`config.mk`:
```
export PLATFORM = sky130hd
export DESIGN_NAME = rr_mux_arbiter_flat
export DESIGN_NICKNAME = d
export VERILOG_FILES = /design/src/rtl/rr_mux_arbiter_pkg.sv /design/src/rtl/rr_mux_arbiter_if.sv /design/src/rtl/rr_mux_arbiter_pick4.sv /design/src/rtl/rr_mux_arbiter.sv /design/src/flat_wrapper.sv
export SDC_FILE = /design/constraint.sdc
export NUM_CORES = 1
export LEC_CHECK = 0
export ABC_AREA = 0
export CORE_MARGIN = 2
export CORE_UTILIZATION = 42
export DETAILED_ROUTE_END_ITERATION = 10
export PLACE_DENSITY = 0.95
export SYNTH_ARGS = -nofsm -noshare
export SYNTH_HDL_FRONTEND = slang
export SYNTH_SLANG_ARGS = --single-unit
```
`constraint.sdc`:
```
create_clock -name clk -period 5.65 [get_ports clk]
set_clock_uncertainty 0.15 [all_clocks]
set_input_delay 1.695 -clock clk [delete_from_list [all_inputs] [get_ports clk]]
set_output_delay 1.695 -clock clk [all_outputs]
set_load 0.005 [all_outputs]
```
`src/rtl/rr_mux_arbiter_pkg.sv`:
```
// Shared types and helpers for the four-requester round-robin mux arbiter.
package rr_arb_pkg;

  localparam int NREQ = 4;
  localparam int SELW = 2;

  typedef enum logic {
    IDLE,
    GRANT
  } state_t;

  function automatic logic [NREQ-1:0] onehot(input logic [SELW-1:0] sel);
    logic [NREQ-1:0] v;
    v      = '0;
    v[sel] = 1'b1;
    return v;
  endfunction

endpackage

```
`src/rtl/rr_mux_arbiter_if.sv`:
```
// Requester/consumer bus of the round-robin mux arbiter.
interface rr_mux_arbiter_if #(
    parameter int WIDTH = 8
);
    import rr_arb_pkg::*;

    logic [NREQ-1:0]  req;
    logic [WIDTH-1:0] din0;
    logic [WIDTH-1:0] din1;
    logic [WIDTH-1:0] din2;
    logic [WIDTH-1:0] din3;
    logic [NREQ-1:0]  gnt;
    logic [SELW-1:0]  select;
    logic [WIDTH-1:0] dout;
    logic             dout_valid;

    // Requester side: drives requests and data, observes the arbitration result.
    modport master (
        output req, din0, din1, din2, din3,
        input  gnt, select, dout, dout_valid
    );

    // Arbiter side.
    modport slave (
        input  req, din0, din1, din2, din3,
        output gnt, select, dout, dout_valid
    );

endinterface

```
`src/rtl/rr_mux_arbiter_pick4.sv`:
```
// Combinational round-robin picker: first set bit of req searching upward from last+1.
module rr_pick4
    import rr_arb_pkg::*;
(
    input  logic [NREQ-1:0] req,
    input  logic [SELW-1:0] last,
    output logic            any,
    output logic [SELW-1:0] idx
);

    always_comb begin
        logic [SELW-1:0] w_cand;
        // NOTE: every output gets a default before the loop so no latch is inferred.
        any    = |req;
        idx    = '0;
        w_cand = '0;
        // Walk from the lowest priority (last+4 == last) up to last+1, so the
        // nearest requester after last is written last and wins.
        for (int k = NREQ; k >= 1; k--) begin
            w_cand = last + SELW'(k);
            if (req[w_cand]) idx = w_cand;
        end
    end

endmodule

```
`src/rtl/rr_mux_arbiter.sv`:
```
// Round-robin arbiter with burst limit steering one of four inputs onto dout.
module rr_mux_arbiter
    import rr_arb_pkg::*;
#(
    parameter int WIDTH    = 8,
    parameter int MAX_HOLD = 4
) (
    input logic              clk,
    input logic              rst_n,
    rr_mux_arbiter_if.slave  bus
);

    localparam int              HOLD_W    = (MAX_HOLD > 1) ? $clog2(MAX_HOLD) : 1;
    localparam logic [HOLD_W-1:0] HOLD_LAST = HOLD_W'(MAX_HOLD - 1);

    state_t            r_state;
    logic [NREQ-1:0]   r_gnt;
    logic [SELW-1:0]   r_select;
    logic [SELW-1:0]   r_last;
    logic [HOLD_W-1:0] r_hold_cnt;

    logic [NREQ-1:0]   w_others;
    logic [NREQ-1:0]   w_pick_req;
    logic [SELW-1:0]   w_pick_last;
    logic              w_any;
    logic [SELW-1:0]   w_idx;
    logic              w_owner_req;
    logic [WIDTH-1:0]  w_dout;

    // While granted, the owner is masked out so the pick is always the next one after it.
    assign w_others    = bus.req & ~onehot(r_select);
    assign w_pick_req  = (r_state == GRANT) ? w_others : bus.req;
    assign w_pick_last = (r_state == GRANT) ? r_select : r_last;
    assign w_owner_req = bus.req[r_select];

    rr_pick4 u_pick (
        .req  (w_pick_req),
        .last (w_pick_last),
        .any  (w_any),
        .idx  (w_idx)
    );

    // NOTE: sequential state uses non-blocking assignments so all registers update together.
    always_ff @(posedge clk or negedge rst_n) begin
        if (!rst_n) begin
            r_state    <= IDLE;
            r_gnt      <= '0;
            r_select   <= '0;
            r_last     <= 2'b11;
            r_hold_cnt <= '0;
        end else begin
            case (r_state)
                IDLE: begin
                    if (w_any) begin
                        r_state    <= GRANT;
                        r_gnt      <= onehot(w_idx);
                        r_select   <= w_idx;
                        r_last     <= w_idx;
                        r_hold_cnt <= '0;
                    end
                end
                GRANT: begin
                    if (!w_owner_req) begin
                        r_hold_cnt <= '0;
                        if (w_any) begin
                            r_gnt    <= onehot(w_idx);
                            r_select <= w_idx;
                            r_last   <= w_idx;
                        end else begin
                            r_state <= IDLE;
                            r_gnt   <= '0;
                        end
                    end else if (r_hold_cnt != HOLD_LAST) begin
                        r_hold_cnt <= r_hold_cnt + 1'b1;
                    end else begin
                        // Burst limit reached: hand over if anyone else waits.
                        r_hold_cnt <= '0;
                        if (w_any) begin
                            r_gnt    <= onehot(w_idx);
                            r_select <= w_idx;
                            r_last   <= w_idx;
                        end
                    end
                end
                default: begin
                    r_state <= IDLE;
                    r_gnt   <= '0;
                end
            endcase
        end
    end

    always_comb begin
        case (r_select)
            2'd0:    w_dout = bus.din0;
            2'd1:    w_dout = bus.din1;
            2'd2:    w_dout = bus.din2;
            default: w_dout = bus.din3;
        endcase
    end

    assign bus.gnt        = r_gnt;
    assign bus.select     = r_select;
    assign bus.dout       = w_dout;
    assign bus.dout_valid = |r_gnt;

endmodule

```
`src/flat_wrapper.sv`:
```
// flat-port wrapper written by rule: the top's interface ports become plain ports
module rr_mux_arbiter_flat import rr_arb_pkg::*;
#(
    parameter int WIDTH    = 8,
    parameter int MAX_HOLD = 4
)
  (clk, rst_n, bus_req, bus_din0, bus_din1, bus_din2, bus_din3, bus_gnt, bus_select, bus_dout, bus_dout_valid);
  rr_mux_arbiter_if #(.WIDTH(WIDTH)) bus_i ();
  input logic clk;
  input logic rst_n;
  input wire logic [$bits(bus_i.req)-1:0] bus_req;
  input wire logic [$bits(bus_i.din0)-1:0] bus_din0;
  input wire logic [$bits(bus_i.din1)-1:0] bus_din1;
  input wire logic [$bits(bus_i.din2)-1:0] bus_din2;
  input wire logic [$bits(bus_i.din3)-1:0] bus_din3;
  output wire logic [$bits(bus_i.gnt)-1:0] bus_gnt;
  output wire logic [$bits(bus_i.select)-1:0] bus_select;
  output wire logic [$bits(bus_i.dout)-1:0] bus_dout;
  output wire logic [$bits(bus_i.dout_valid)-1:0] bus_dout_valid;
  assign bus_i.req = bus_req;
  assign bus_i.din0 = bus_din0;
  assign bus_i.din1 = bus_din1;
  assign bus_i.din2 = bus_din2;
  assign bus_i.din3 = bus_din3;
  assign bus_gnt = bus_i.gnt;
  assign bus_select = bus_i.select;
  assign bus_dout = bus_i.dout;
  assign bus_dout_valid = bus_i.dout_valid;
  rr_mux_arbiter #(.WIDTH(WIDTH), .MAX_HOLD(MAX_HOLD)) u_core (.clk(clk), .rst_n(rst_n), .bus(bus_i));
endmodule
```
==> results.yml, run 1 <==
power:
  powerDensity_mw_per_mm2: 460
  p_leak_nw: 0.584
  p_int_uw: 432
  pwr-share-clk_pct: 7.6
  swShare_pct: 39.7
  ir_drop_v: 0.000385
  seq_power_share_pct: 26.9
  comb_power_share_pct: 65.5
  p_total_uw: 716
  p_sw_uw: 284
critical_path:
  critPathArrivalTime_ps: 3030
  cp_max_fo: 1
  crit_required_ps: 3810
  start_kind: "input port"
  path_class: "input port to output pin"
  cp-end-kind: "output pin"
die:
  core.rowCount: 17
  coreArea_sq_mm: 0.00225
  ios: 53
  dieArea_sq_mm: 0.00284
  fp.dieW_um: 53.2
  die_h_um: 53.2
  initial_core_util_pct: 45.2
logic_synthesis:
  synth_seq_cells: 11
  synth_top_area_cell: "dfrtp_1"
  syn_area_per_cell_sq_um: 11.0
  synth_cells: 93
  yosys_warnings: 0
  synth_ff_type: "dfrtp_1"
  async_reset_ff_share_pct: 100
  synth_edf_count: 0
  synth_common_cells: "9 x dfrtp_1, 8 x mux4_2, 6 x mux2i_1, 6 x nand2_1, 6 x o21ai_0"
  netlist_area_sq_mm: 0.00102
  synth_nets: 132
  synth_seq_area_share_pct: 27.3
  synth_top_area_share_pct: 22.1
  synthMostInstantiatedCell: "dfrtp_1"
  synth.distinct_cells: 39
  synthTopCellsByArea: "dfrtp_1 22%, mux4_2 18%, mux2i_1 5.9%"
layout:
  drive_above_1_share_pct: 16.2
  area_growth_pct: 52.7
  fill_cells: 179
  finalNetCount: 182
  final_util_pct: 69.0
  antenna-diode-count: 0
  instances_no_fill: 170
clock_network:
  cts_buffers: 3
  cts_resized: 0
  cts_setup_buffers: 0
  clockBufferDepth: 2
  cts.clk_slew.worst_paths_ps: 70
  cts.sinks: 11
  cts_tree: "built"
  postCtsHoldBufs: 0
  htreeDepth: 1
  root_buffer: "clkbuf_4"
  clock_latency_ps: 270
place:
  gp_congestion: 0.908
  place_ws_ps: 768
  hpwl_um: 2010
  io_buffers: 52
  place_inst: 166
min_path:
  hold_class: "flop to flop"
sta:
  slew_viol_final: 0
  setup_tns_ps: 0
  fin_crit_sh_pct: 86.3
  tightest_slew_ps: 778
  hold_viol_final: 0
  rsz0062_at_grt: "no"
  clock.fmax_mhz: 205
  setup_slack_ps: 773
  period_needed_ps: 4880
  relSlewSlack_pct: 48.1
  setup_violations: 0
detailed_routing:
  route.detailed.drc: 0
  vias_per_cell: 5.64
  wl_um: 2560
  vias: 958
  drt_iter0_drc: 11
  antenna_left: 0
  first_pass_iters: 4
  wl_per_cell_um: 15.0
grt:
  grt_use_total_pct: 19.8
  grt_max_degree: 19
  overflow: 0
  antenna_found_initial: 0
  grt_pass1_vias: 961
  grt_pass1_wl_um: 4110
outcome:
  outcome: "finished, final reports clean"
flow_run:
  drv_cap: 0
[routing by layer]
layer / wire length (um) / up-vias / track usage [%]
met2: 1160 / 55 / 34.4
met3: 370 / 2 / 7.63
met5: 0 / - / 0
met1: 1000 / 435 / 21.7
met4: 19 / 0 / 6.84
li1: - / 466 / -
[worst max-delay path, stage by stage]
cell	delay (ps)
clkdlybuf4s50_1	400
mux4_2	470
clkdlybuf4s50_1	470
[stage by stage]
stage,hold slack (ps),cell area [sq um]
floorplan,314,1020
global placement,337,1530
detailed placement,346,1530
CTS,356,1560
global route,389,1560
finish,348,1560
[power groups by stage]
stage               sequential [mW]  combinational [mW]  clock (mW)
floorplan                     0.139               0.360           0
global placement              0.192               0.458           0
detailed placement            0.195               0.471           0
CTS                           0.193               0.474      0.0561
global route                  0.204               0.516      0.0588
finish                        0.193               0.469      0.0541
[registers in the layout, indices dropped and copies added (netlist names)]
signal and cells:
u_core.bus.select 2, u_core.r_hold_cnt 2, u_core.r_last 2, u_core.bus.gnt 4, u_core.r_state 1
[cells by family after synthesis]
group | count (synthesis) | share of synthesized area (%)
compound gates | 28 | 24.1
fa+ha+maj | 1 | 1.23
buf+inv | 10 | 5.65
flops | 11 | 27.3
mux | 17 | 27.3
simple gates | 26 | 14.5
[cell usage in the layout (no fill, tap or decap), types with 2 or more instances in the layout]
cell / n
clkbuf_4: 3
clkdlybuf4s50_1: 52
nor2b_1: 5
nand2_1: 6
o2bb2ai_1: 4
o32ai_1: 2
dfrtp_1: 9
mux4_2: 8
nor2_1: 3
a21oi_1: 3
inv_1: 3
a211oi_1: 2
o21ai_0: 6
nand2b_1: 3
mux2i_1: 6
nor3_1: 2
dfstp_2: 2
mux2_1: 2
[area by class of cell]
| class | count | area, sq um | area share (%) |
|---|---|---|---|
| Clock buffer | 3 | 22.5 | 1.45 |
| Sequential cell | 11 | 278 | 17.9 |
| Timing Repair Buffer | 52 | 520 | 33.5 |
| Tap cell | 28 | 35.0 | 2.25 |
| Multi-Input combinational cell | 72 | 683 | 43.9 |
| Clock inverter | 1 | 5.00 | 0.322 |
| Inverter | 3 | 11.3 | 0.724 |
[worst paths after layout]
kind | start | to | slack, ps | cells after the start
max | bus_din3[7] | bus_dout[7] | 770 | 3
min | u_core.r_hold_cnt[0] | u_core.r_hold_cnt[0] | 350 | 1
max reg2reg | u_core.bus.select[0] | u_core.bus.gnt[3] | 3280 | 5
min reg2reg | u_core.r_hold_cnt[0] | u_core.r_hold_cnt[0] | 350 | 1
max in group asynchronous | rst_n | u_core.r_last[0] | 3420 | 1
min in group asynchronous | rst_n | u_core.r_state | 1590 | 1
No activity file was read; power rests on OpenSTA's default activity.
==> run 2: changes to the inputs <==
--- a/config.mk
+++ b/config.mk
@@ -10,6 +10,7 @@
 export CORE_UTILIZATION = 42
 export DETAILED_ROUTE_END_ITERATION = 10
 export PLACE_DENSITY = 0.95
+export SETUP_SLACK_MARGIN = 0.02
 export SYNTH_ARGS = -nofsm -noshare
 export SYNTH_HDL_FRONTEND = slang
 export SYNTH_SLANG_ARGS = --single-unit
==> results of run 2 <==
No change in the layout: final DEF, timing and power equal those of run 1.
==> variant (flow settings as in run 2) <==
`MAX_HOLD` is set to 4 in 2 places; all go to 2.
--- a/src/rtl/rr_mux_arbiter.sv
+++ b/src/rtl/rr_mux_arbiter.sv
@@ -3,7 +3,7 @@
     import rr_arb_pkg::*;
 #(
     parameter int WIDTH    = 8,
-    parameter int MAX_HOLD = 4
+    parameter int MAX_HOLD = 2
 ) (
     input logic              clk,
     input logic              rst_n,
--- a/src/flat_wrapper.sv
+++ b/src/flat_wrapper.sv
@@ -2,7 +2,7 @@
 module rr_mux_arbiter_flat import rr_arb_pkg::*;
 #(
     parameter int WIDTH    = 8,
-    parameter int MAX_HOLD = 4
+    parameter int MAX_HOLD = 2
 )
   (clk, rst_n, bus_req, bus_din0, bus_din1, bus_din2, bus_din3, bus_gnt, bus_select, bus_dout, bus_dout_valid);
   rr_mux_arbiter_if #(.WIDTH(WIDTH)) bus_i ();
Behaviour: not the same (a bounded check fails within 4 cycles, from zero or initial values and one cycle with rst_n low).
==> variant against run 2 <==
  * Worst hold slack better by 0.036 ns
  * Wire length grew 9.7%
  * Via count up 0.52%
  * Total power shrank 4.4%
  * Synthesized area decreased by 7.4%
  * Final area down 3.9%
  * Worst setup slack got worse by 0.0072 ns
  * Sequential cell count down 1
==> variant: results (changes against run 2) <==
- Mux contribution to synthesized area: 33.2% (+5.9 points)
- Routed length per placed instance: 16.6 µm (+10%)
- Seq/Total Area, Yosys: 26.8% (-0.48 points)
- Area after DPL: 1460 µm² (-4.6%)
- Hold Slack: 0.384 ns (+0.0364 ns)
- Filler cell count: 172 (-3.9%)
- Final nets: 180 (-1.1%)
- Worst Hold Launch: u_core.r_last[1]
- Met2 WL: 1350 µm (+16%)
- First-pass GRT wire length: 4530 µm (+10%)
- LEAKAGE: 0.587 nW (+0.46%)
- Mapped Nets: 130 (-1.5%)
- Hpwl dp: 2140 µm (+6.5%)
- Total GRT Usage: 22.3% (+2.5 points)
- Largest net degree at the start of global routing: 20 (+1)
- Synth area leaders: mux4_2 (21%), dfrtp_1 (21%), dfstp_2 (5.6%), mux2i_1 (5.3%), mux2_2 (4.8%)
- Rel. slew slack: 42.7% (-5.5 points)
- Metal-1 WL: 1120 µm (+12%)
- Netlist cell types: 34 (-13%)
- Routed wl met3: 317 µm (-14%)
- WHS Endpoint: u_core.r_last[1]
- Vias in the first global route: 1014 (+5.5%)
- Compound-gate portion of the synthesized area: 19.6% (-4.4 points)
- Status: completed
- GP Congestion: 0.756 (-17%)
- Placement Setup Slack: 0.774 ns (+0.00567 ns)
-- variant: cell count changes in the layout (fill, tap and decap cells not counted), sizes merged, moves of 2 or more --
cell     change
mux2         +2
nand2        +6
o2bb2ai      -5
a211oi       -2
o22ai        +3
nor2         -3
-- variant: where the power goes --
group          switching (mW)  internal, mW  total (mW)
sequential             0.0734         0.109       0.182
clock                  0.0260        0.0392      0.0652
combinational           0.166         0.271       0.437
-- variant: cell type report --
cell class	count	area [µm²]	share of cell area (%)
timing repair buffer	52	520	34.8
tap	28	35.0	2.35
inverter	4	15.0	1.01
clock buffer	4	36.3	2.43
multi-input combinational	71	634	42.5
sequential	10	253	16.9
-- variant: metal layers --
layer  vias up  track usage, %
li1        463               -
met1       444            25.9
met2        54            41.0
met3         2            5.56
met4         0            4.82
met5         -               0
-- variant: tightest hold or removal path, stage by stage (launching register included) --
cell and delay (ns):
dfstp_2 0.37, inv_1 0.06, o21ai_0 0.09
